[src/rtl/seed_pkg.sv]
`default_nettype none
// ============================================================================
// Module   : seed_pkg
// Brief    : Shared constants and state encoding for the SEED round sequencer.
// Revision : 1.0
// ============================================================================
package seed_pkg;

  localparam int SEED_ROUNDS = 16;
  localparam int SEED_RW     = 4;

  typedef enum logic [1:0] {
    IDLE = 2'd0,
    RUN  = 2'd1,
    DONE = 2'd2
  } seq_state_e;

  localparam logic MODE_ENC = 1'b0;
  localparam logic MODE_DEC = 1'b1;

endpackage
`default_nettype wire

[src/rtl/seed_key_addr.sv]
`default_nettype none
// ============================================================================
// Module   : seed_key_addr
// Brief    : Subkey word address from round, phase and latched direction.
// Revision : 1.0
// ============================================================================
module seed_key_addr
  import seed_pkg::*;
#(
  parameter int NUM_ROUNDS = SEED_ROUNDS,
  parameter int RW         = SEED_RW
) (
  input  logic [RW-1:0] round,
  input  logic          phase,
  input  logic          mode_latched,
  output logic [RW:0]   sk_index
);

  localparam logic [RW-1:0] c_last_round = RW'(NUM_ROUNDS - 1);

  logic [RW-1:0] w_key_round;

  // Decryption walks the key schedule backwards while the datapath round ascends.
  assign w_key_round = (mode_latched == MODE_DEC) ? (c_last_round - round) : round;
  assign sk_index    = {w_key_round, phase};

endmodule
`default_nettype wire

[src/rtl/seed_round_seq.sv]
`default_nettype none
// ============================================================================
// Module   : seed_round_seq
// Brief    : SEED round sequencer: block handshake, round/phase counting,
//            subkey addressing and done/key_err reporting.
// Revision : 1.0
// ============================================================================
module seed_round_seq
  import seed_pkg::*;
#(
  parameter int NUM_ROUNDS = SEED_ROUNDS,
  parameter int RW         = SEED_RW
) (
  input  logic          clk,
  input  logic          reset_n,
  input  logic          key_ready,
  input  logic          mode,
  input  logic          blk_valid,
  output logic          blk_ready,
  input  logic          abort,
  output logic          clk_en,
  output logic          phase,
  output logic [RW-1:0] round,
  output logic [RW:0]   sk_index,
  output logic          last_round,
  output logic          busy,
  output logic          done,
  output logic          key_err
);

  localparam logic [RW-1:0] c_last    = RW'(NUM_ROUNDS - 1);
  localparam logic [RW-1:0] c_last_m1 = RW'(NUM_ROUNDS - 2);

  seq_state_e    r_state;
  logic          r_mode;
  logic          r_phase;
  logic [RW-1:0] r_round;
  logic          r_last;
  logic          r_busy;
  logic          r_done;
  logic          r_key_err;
  logic [RW:0]   w_sk_raw;
  logic          w_running;

  assign w_running = (r_state == RUN);

  seed_key_addr #(
    .NUM_ROUNDS (NUM_ROUNDS),
    .RW         (RW)
  ) u_key_addr (
    .round        (r_round),
    .phase        (r_phase),
    .mode_latched (r_mode),
    .sk_index     (w_sk_raw)
  );

  assign blk_ready  = (r_state == IDLE) && key_ready;
  // Abort or a lost key schedule cancels the round advance of that cycle.
  assign clk_en     = w_running && r_phase && !abort && key_ready;
  assign sk_index   = w_running ? w_sk_raw : '0;
  assign phase      = r_phase;
  assign round      = r_round;
  assign last_round = r_last;
  assign busy       = r_busy;
  assign done       = r_done;
  assign key_err    = r_key_err;

  always_ff @(posedge clk or negedge reset_n) begin
    if (!reset_n) begin
      r_state   <= IDLE;
      r_mode    <= MODE_ENC;
      r_phase   <= 1'b0;
      r_round   <= '0;
      r_last    <= 1'b0;
      r_busy    <= 1'b0;
      r_done    <= 1'b0;
      r_key_err <= 1'b0;
    end else begin
      r_done    <= 1'b0;
      r_key_err <= 1'b0;
      case (r_state)
        IDLE: begin
          if (blk_valid && key_ready) begin
            r_mode  <= mode;
            r_round <= '0;
            r_phase <= 1'b0;
            r_last  <= (c_last == '0);
            r_busy  <= 1'b1;
            r_state <= RUN;
          end
        end
        RUN: begin
          if (!key_ready || abort) begin
            r_key_err <= !key_ready;
            r_round   <= '0;
            r_phase   <= 1'b0;
            r_last    <= 1'b0;
            r_busy    <= 1'b0;
            r_state   <= IDLE;
          end else if (!r_phase) begin
            r_phase <= 1'b1;
          end else if (r_round == c_last) begin
            r_round <= '0;
            r_phase <= 1'b0;
            r_last  <= 1'b0;
            r_done  <= 1'b1;
            r_state <= DONE;
          end else begin
            r_round <= r_round + RW'(1);
            r_phase <= 1'b0;
            r_last  <= (r_round == c_last_m1);
          end
        end
        DONE: begin
          r_busy  <= 1'b0;
          r_state <= IDLE;
        end
        default: begin
          r_busy  <= 1'b0;
          r_state <= IDLE;
        end
      endcase
    end
  end

endmodule
`default_nettype wire

[config.mk]
export PLATFORM = sky130hd
export DESIGN_NAME = seed_round_seq
export DESIGN_NICKNAME = d
export VERILOG_FILES = /design/src/rtl/seed_pkg.sv /design/src/rtl/seed_key_addr.sv /design/src/rtl/seed_round_seq.sv
export SDC_FILE = /design/constraint.sdc
export NUM_CORES = 1
export LEC_CHECK = 0
export ABC_AREA = 1
export BUFFER_PORTS_ARGS = -buffer_cell sky130_fd_sc_hd__buf_2
export CAP_MARGIN = 20
export CORE_AREA = 2 2 43 45
export DETAILED_ROUTE_END_ITERATION = 8
export DIE_AREA = 0 0 45 47
export GPL_TIMING_DRIVEN = 1
export HOLD_SLACK_MARGIN = 0.08
export PLACE_DENSITY = 0.72
export SLEW_MARGIN = 30
export SYNTH_ARGS = -nofsm -noshare
export SYNTH_HDL_FRONTEND = slang
export SYNTH_HIERARCHICAL = 1
export SYNTH_SLANG_ARGS = --single-unit
[constraint.sdc]
create_clock -name clk -period 1.2 [get_ports clk]
set_input_delay 0.18 -clock clk [delete_from_list [all_inputs] [get_ports clk]]
set_output_delay 0.18 -clock clk [all_outputs]
set_load 0.005 [all_outputs]
==> results.py, run 1 <==
metrics = {
    "placed_design": {
        "hpwl_um": 1267,
        "placed_area_um2": 913.4,
        "gp_congestion": 0.8210,
        "io_buffers": 21,
    },
    "pwr": {
        "power_leakage_uw": 0.0006004,
        "worst_ir_drop_vdd_mv": 0.7433,
        "power.density_mw_per_mm2": 935.6,
    },
    "global_routing": {
        "grt_max_degree": 13,
        "grt_first_pass_wirelength_um": 2911,
        "first_global_vias": 696,
        "grtUsageTotal_pct": 20.05,
        "grt_antenna_before_repair": 0,
        "grt-ovfl-total": 0,
    },
    "worst_setup_path": {
        "r2r_slack_ns": -0.06,
        "cp_top_family": "flip-flops",
        "start_kind": "flop",
        "crit_buf_inv": 3,
        "max_stage_delay_ns": 0.45,
        "critical_path_required_ns": 1.02,
        "worstPathMaxFanout": 8,
        "path_cells": "nor2_4 > inv_4 > nor2_4 > nand2_2 > inv_2 > buf_2",
        "endpoint_kind": "primary output",
        "critPathKind": "reg -> out",
        "cpMostUsedCell": "nor2_4",
        "crit_arrival_ns": 1.26,
        "critPathSlowestCell": "dfrtp_2",
    },
    "detailed_routing": {
        "ant_nets": 0,
        "viasPerCell": 4.904,
        "num_vias": 819,
        "dr.first_iter.drc_count": 21,
        "routedWlPerCell_um": 12.82,
        "wl_um": 2141,
        "first_pass_iters": 4,
        "drc": 0,
    },
    "status": {
        "status": "finished, violations left",
        "violations": "negative setup slack",
    },
    "cells_and_area": {
        "area_delta_synth_final_pct": 54.26,
        "final_util_pct": 70.00,
        "multi_input_area_um2": 425.4,
        "final_nets": 159,
        "final_cell_mix": "29 x nand2_1, 20 x buf_2, 16 x inv_1, 13 x nor2_1, 10 x buf_4",
        "final_common_cell": "nand2_1",
        "drive_above_1_share_pct": 48.67,
        "diodes": 0,
        "nFillCells": 129,
        "design_area_mm2": 0.001156,
        "regArea_um2": 306.5,
    },
    "yosys": {
        "async_flop_share_pct": 100.0,
        "yosys_register_bits": 12,
        "synth_edf_count": 0,
        "syn_area_um2": 749.5,
        "syn_avg_cell_area_um2": 6.940,
        "yosysWarnings": 6,
        "synth_nets": 116,
        "synth_ff_type": "dfrtp_1",
        "ys_seq_area_share_pct": 40.07,
        "synth_cells": 108,
        "synthDistinctLibCells": 17,
    },
    "floorplan": {
        "die_width_um": 45,
        "coreArea_mm2": 0.001652,
        "io_pins": 22,
        "die_h_um": 47,
        "dieArea_mm2": 0.002115,
        "start_util_pct": 45.38,
        "placementRows": 15,
    },
    "timing": {
        "finalCritPeriodShare_pct": 120.1,
        "maxSlewHeadroom_pct": 81.47,
        "fin_crit_ns": 1.441,
        "final-hold-violation-count": 0,
        "max_freq_mhz": 694.2,
        "tightest_slew_ns": 0.2751,
        "setup_viol": 13,
        "fin_skew_ns": 0.003374,
        "rsz0062_at_grt": "true",
        "final.setup.worst_slack_ns": -0.2406,
        "slew_viol_final": 0,
    },
    "worst_hold_path": {
        "hp-class": "in -> reg",
    },
    "clock_network": {
        "cts_tree": "yes",
        "cts_buffers": 3,
        "clk-insertion-delay-late_ns": 0.29,
        "htreeDepth": 1,
        "cts.sinks": 12,
        "cts.clk_slew.worst_paths_ns": 0.08,
        "cts-root-buf": "clkbuf_4",
        "clockBufferDepth": 2,
    },
    "job": {
        "cap_violations": 0,
    },
}
-- power breakdown --
group          switching [uW]  leakage [uW]  internal [uW]
registers                20.6      0.000152            429
logic                     161      0.000427            130
clock network             156     0.0000210            185
total                     337      0.000600            744
-- routing by layer --
layer / vias up / global-route usage [%] / part of all wire [%]
met2: 22 / 35.43 / 53
met4: 0 / 12.35 / 2.2
met5: - / 0 / 0
met3: 5 / 2.308 / 3.6
met1: 382 / 23.26 / 41
li1: 410 / - / -
-- worst min-delay path, cell delays in order --
cell,delay [ns]
buf_2,0.07
nand2_1,0.04
nand2_1,0.05
-- metrics by stage --
step | total power [uW] | std cells | hold slack [ns] | setup slack (ns) | setup TNS [ns]
2_1_floorplan | 592.1 | 108 | -0.1156 | 0.07556 | 0
3_3_place_gp | 672.7 | 151 | 0.07003 | 0.07043 | 0
3_5_place_dp | 675.1 | 151 | 0.07168 | -0.002371 | -0.002371
4_1_cts | 1043 | 162 | 0.09224 | -0.2084 | -1.111
5_1_grt | 1130 | 167 | 0.1135 | -0.2816 | -1.948
6_report | 1082 | 167 | 0.08693 | -0.2406 | -1.349
-- state kept, by name, indices dropped and copies added, names as in the netlist --
name,flops
busy,1
key_err,1
r_mode,1
round,4
r_state,2
phase,1
last_round,1
done,1
-- cells by family (layout without fill, tap and decap cells) --
family | after synthesis | after routing | synth area share [%]
flops | 12 | 12 | 40.07
buf+inv | 24 | 66 | 12.86
fa+ha+maj | 2 | 2 | 3.338
compound gates | 9 | 9 | 6.845
simple gates | 61 | 61 | 36.90
-- final timing paths --
path / startpoint / to / depth (start not counted)
setup / recovery: r_state[1]$_DFFE_PN0P_ / clk_en / 6
hold / removal: mode / r_mode$_DFFE_PN0P_ / 3
setup reg to reg: round[1]$_DFFE_PN0P_ / r_state[0]$_DFFE_PN0P_ / 5
hold reg to reg: busy$_DFFE_PN0P_ / busy$_DFFE_PN0P_ / 2
max in group asynchronous: reset_n / r_mode$_DFFE_PN0P_ / 2
min in group asynchronous: reset_n / round[0]$_DFFE_PN0P_ / 2
-- Yosys cell counts, types with 2 or more instances --
| cell type | instances | area [um2] |
|---|---|---|
| nand2_1 | 32 | 120.1 |
| inv_1 | 20 | 75.07 |
| nor2_1 | 13 | 48.80 |
| dfrtp_1 | 12 | 300.3 |
| nand3_1 | 6 | 30.03 |
| a21oi_1 | 4 | 20.02 |
| nand2_2 | 3 | 18.77 |
| nor2_4 | 3 | 33.78 |
| o21ai_0 | 3 | 15.01 |
| ha_1 | 2 | 25.02 |
| inv_2 | 2 | 7.510 |
| nand4_1 | 2 | 12.51 |
| nor2_2 | 2 | 12.51 |
-- what timing repair did --
item | 4_1_cts | 5_1_grt
hold endpoints to repair | 12 | 0
endpoints found under the setup margin | 9 | 17
buffers inserted | 6 | 6
resized for setup | 8 | 28
pin swaps | 3 | 15
hold buffers | 1 | 0
-- cell type report --
| class | count | share of cell area (%) |
|---|---|---|
| multi-input cells | 72 | 36.80 |
| flip-flops and latches | 12 | 26.52 |
| repair buffers | 39 | 23.81 |
| inverters | 23 | 7.900 |
| clock buffers | 4 | 3.139 |
| well taps | 17 | 1.840 |
(Power assumes the default switching activity.)
==> run 2, diff against run 1 <==
- PLACE_DENSITY: 0.72 -> default
- PLACE_DENSITY_LB_ADDON: default -> 0.12
==> results.py, run 2 (same netlist as run 1, synthesis figures left out) <==
metrics = {
    "timing": {
        "slew_viol_final": 0,
        "fin_skew_ns": 0.008162,
        "maxSlewHeadroom_pct": 79.73,
        "final.setup.worst_slack_ns": -0.2529,
        "setup_viol": 13,
        "finalCritPeriodShare_pct": 121.1,
        "fin_crit_ns": 1.453,
        "final-hold-violation-count": 0,
        "max_freq_mhz": 688.3,
        "rsz0062_at_grt": "true",
        "tightest_slew_ns": 0.3040,
    },
    "worst_setup_path": {
        "critPathKind": "reg -> out",
        "critical_path_required_ns": 1.02,
        "start_kind": "flop",
        "endpoint_kind": "primary output",
        "crit_arrival_ns": 1.27,
        "worstPathMaxFanout": 5,
    },
    "cells_and_area": {
        "stdcell_count": 167,
        "final_cell_mix": "31 x nand2_1, 20 x buf_2, 16 x inv_1, 9 x dfrtp_1, 9 x buf_4",
        "drive_above_1_share_pct": 47.33,
        "final_util_pct": 69.77,
        "final_common_cell": "nand2_1",
        "diodes": 0,
        "final_nets": 159,
        "largest_reg_flops": 4,
        "area_delta_synth_final_pct": 53.76,
        "nFillCells": 132,
    },
    "placed_design": {
        "gp_congestion": 0.7731,
        "dp_cells": 149,
        "dp_slack_ns": 0.02066,
        "io_buffers": 21,
        "hpwl_um": 1258,
    },
    "clock_network": {
        "clk-insertion-delay-late_ns": 0.28,
        "cts.clk_slew.worst_paths_ns": 0.07,
        "cts_buffers": 3,
        "cts-root-buf": "clkbuf_4",
        "cts_tree": "yes",
        "clockBufferDepth": 2,
        "htreeDepth": 1,
        "cts.sinks": 12,
    },
    "detailed_routing": {
        "routedWlPerCell_um": 12.25,
        "first_pass_iters": 4,
        "dr.first_iter.drc_count": 31,
        "wl_um": 2045,
        "ant_nets": 0,
        "drc": 0,
        "viasPerCell": 4.743,
        "num_vias": 792,
    },
    "job": {
        "cap_violations": 0,
    },
    "floorplan": {
        "start_util_pct": 45.38,
        "coreArea_mm2": 0.001652,
        "io_pins": 22,
        "die_width_um": 45,
        "dieArea_mm2": 0.002115,
        "placementRows": 15,
        "die_h_um": 47,
    },
    "global_routing": {
        "grtUsageTotal_pct": 20.77,
        "grt_antenna_before_repair": 0,
        "first_global_vias": 703,
        "grt_first_pass_wirelength_um": 3077,
        "grt-ovfl-total": 0,
        "grt_max_degree": 13,
    },
    "pwr": {
        "worst_ir_drop_vdd_mv": 0.6232,
        "power_leakage_uw": 0.0006000,
        "power.density_mw_per_mm2": 930.4,
    },
    "status": {
        "violations": "negative setup slack",
        "status": "finished, violations left",
    },
    "worst_hold_path": {
        "hp-class": "in -> reg",
    },
}
-- run 2: cell types whose count changed in the layout (fill, tap and decap cells not counted), moves of 2 or more --
| cell | previous run | this run |
|---|---|---|
| nor2_1 | 13 | 8 |
| nor2_4 | 5 | 8 |
| dfrtp_1 | 7 | 9 |
| dfrtp_2 | 5 | 3 |
| nand2_1 | 29 | 31 |
| nand2_2 | 6 | 4 |
| nor2_2 | 0 | 2 |
-- run 2: final timing paths --
path | cells past startpoint | end | start | slack, ns
setup reg to reg | 8 | last_round$_DFFE_PN0P_ | r_state[0]$_DFFE_PN0P_ | -0.08
hold reg to reg | 2 | busy$_DFFE_PN0P_ | busy$_DFFE_PN0P_ | 0.50
hold / removal | 3 | r_mode$_DFFE_PN0P_ | mode | 0.11
max in group asynchronous | 2 | round[2]$_DFFE_PN0P_ | reset_n | 0.63
setup / recovery | 7 | clk_en | r_state[0]$_DFFE_PN0P_ | -0.25
min in group asynchronous | 2 | done$_DFF_PN0_ | reset_n | 0.30
-- run 2: worst max-delay path, cell delays in order, from the launching register on --
cell,delay [ns]
dfrtp_1,0.40
inv_2,0.07
nor2_4,0.15
inv_4,0.07
nor2_4,0.09
nand2_2,0.06
inv_1,0.05
buf_2,0.10
-- run 2: layout make-up --
cell class	instances	area, um2	share of cell area, %
flip-flops and latches	12	304.0	26.38
well taps	17	21.27	1.846
repair buffers	38	267.8	23.24
clock buffers	4	36.28	3.149
multi-input cells	72	426.7	37.02
repair inverters	1	7.507	0.6515
inverters	23	88.84	7.709
-- run 2: timing repair --
action	4_1_cts	5_1_grt
endpoints found under the setup margin	7	18
setup buffers	11	4
gates cloned	1	0
hold endpoints to repair	12	0
pin swaps	5	5
resized for setup	13	23
hold buffers	1	0
-- run 2: stage by stage --
step | setup TNS (ns) | instance area [um2] | power (uW) | hold WS (ns)
2_1_floorplan | 0 | 749.5 | 592.1 | -0.1156
3_3_place_gp | 0 | 898.4 | 659.2 | 0.07154
3_5_place_dp | 0 | 898.4 | 664.5 | 0.08433
4_1_cts | -1.441 | 1070 | 1044 | 0.1031
5_1_grt | -3.063 | 1152 | 1133 | 0.1131
6_report | -1.710 | 1152 | 1072 | 0.1069
-- run 2: layer usage --
metal	global-route usage [%]	vias to the layer above	share of wire, %
met4	10.59	0	1.6
met2	33.71	26	50
met1	26.78	351	45
met3	3.462	5	4.0
met5	0	-	0
li1	-	410	-
-- run 2: report_power, final --
part / internal, uW / leakage (uW) / switching [uW]
Clock: 185 / 0.0000210 / 150
Combinational: 123 / 0.000423 / 161
Sequential: 429 / 0.000155 / 24.1
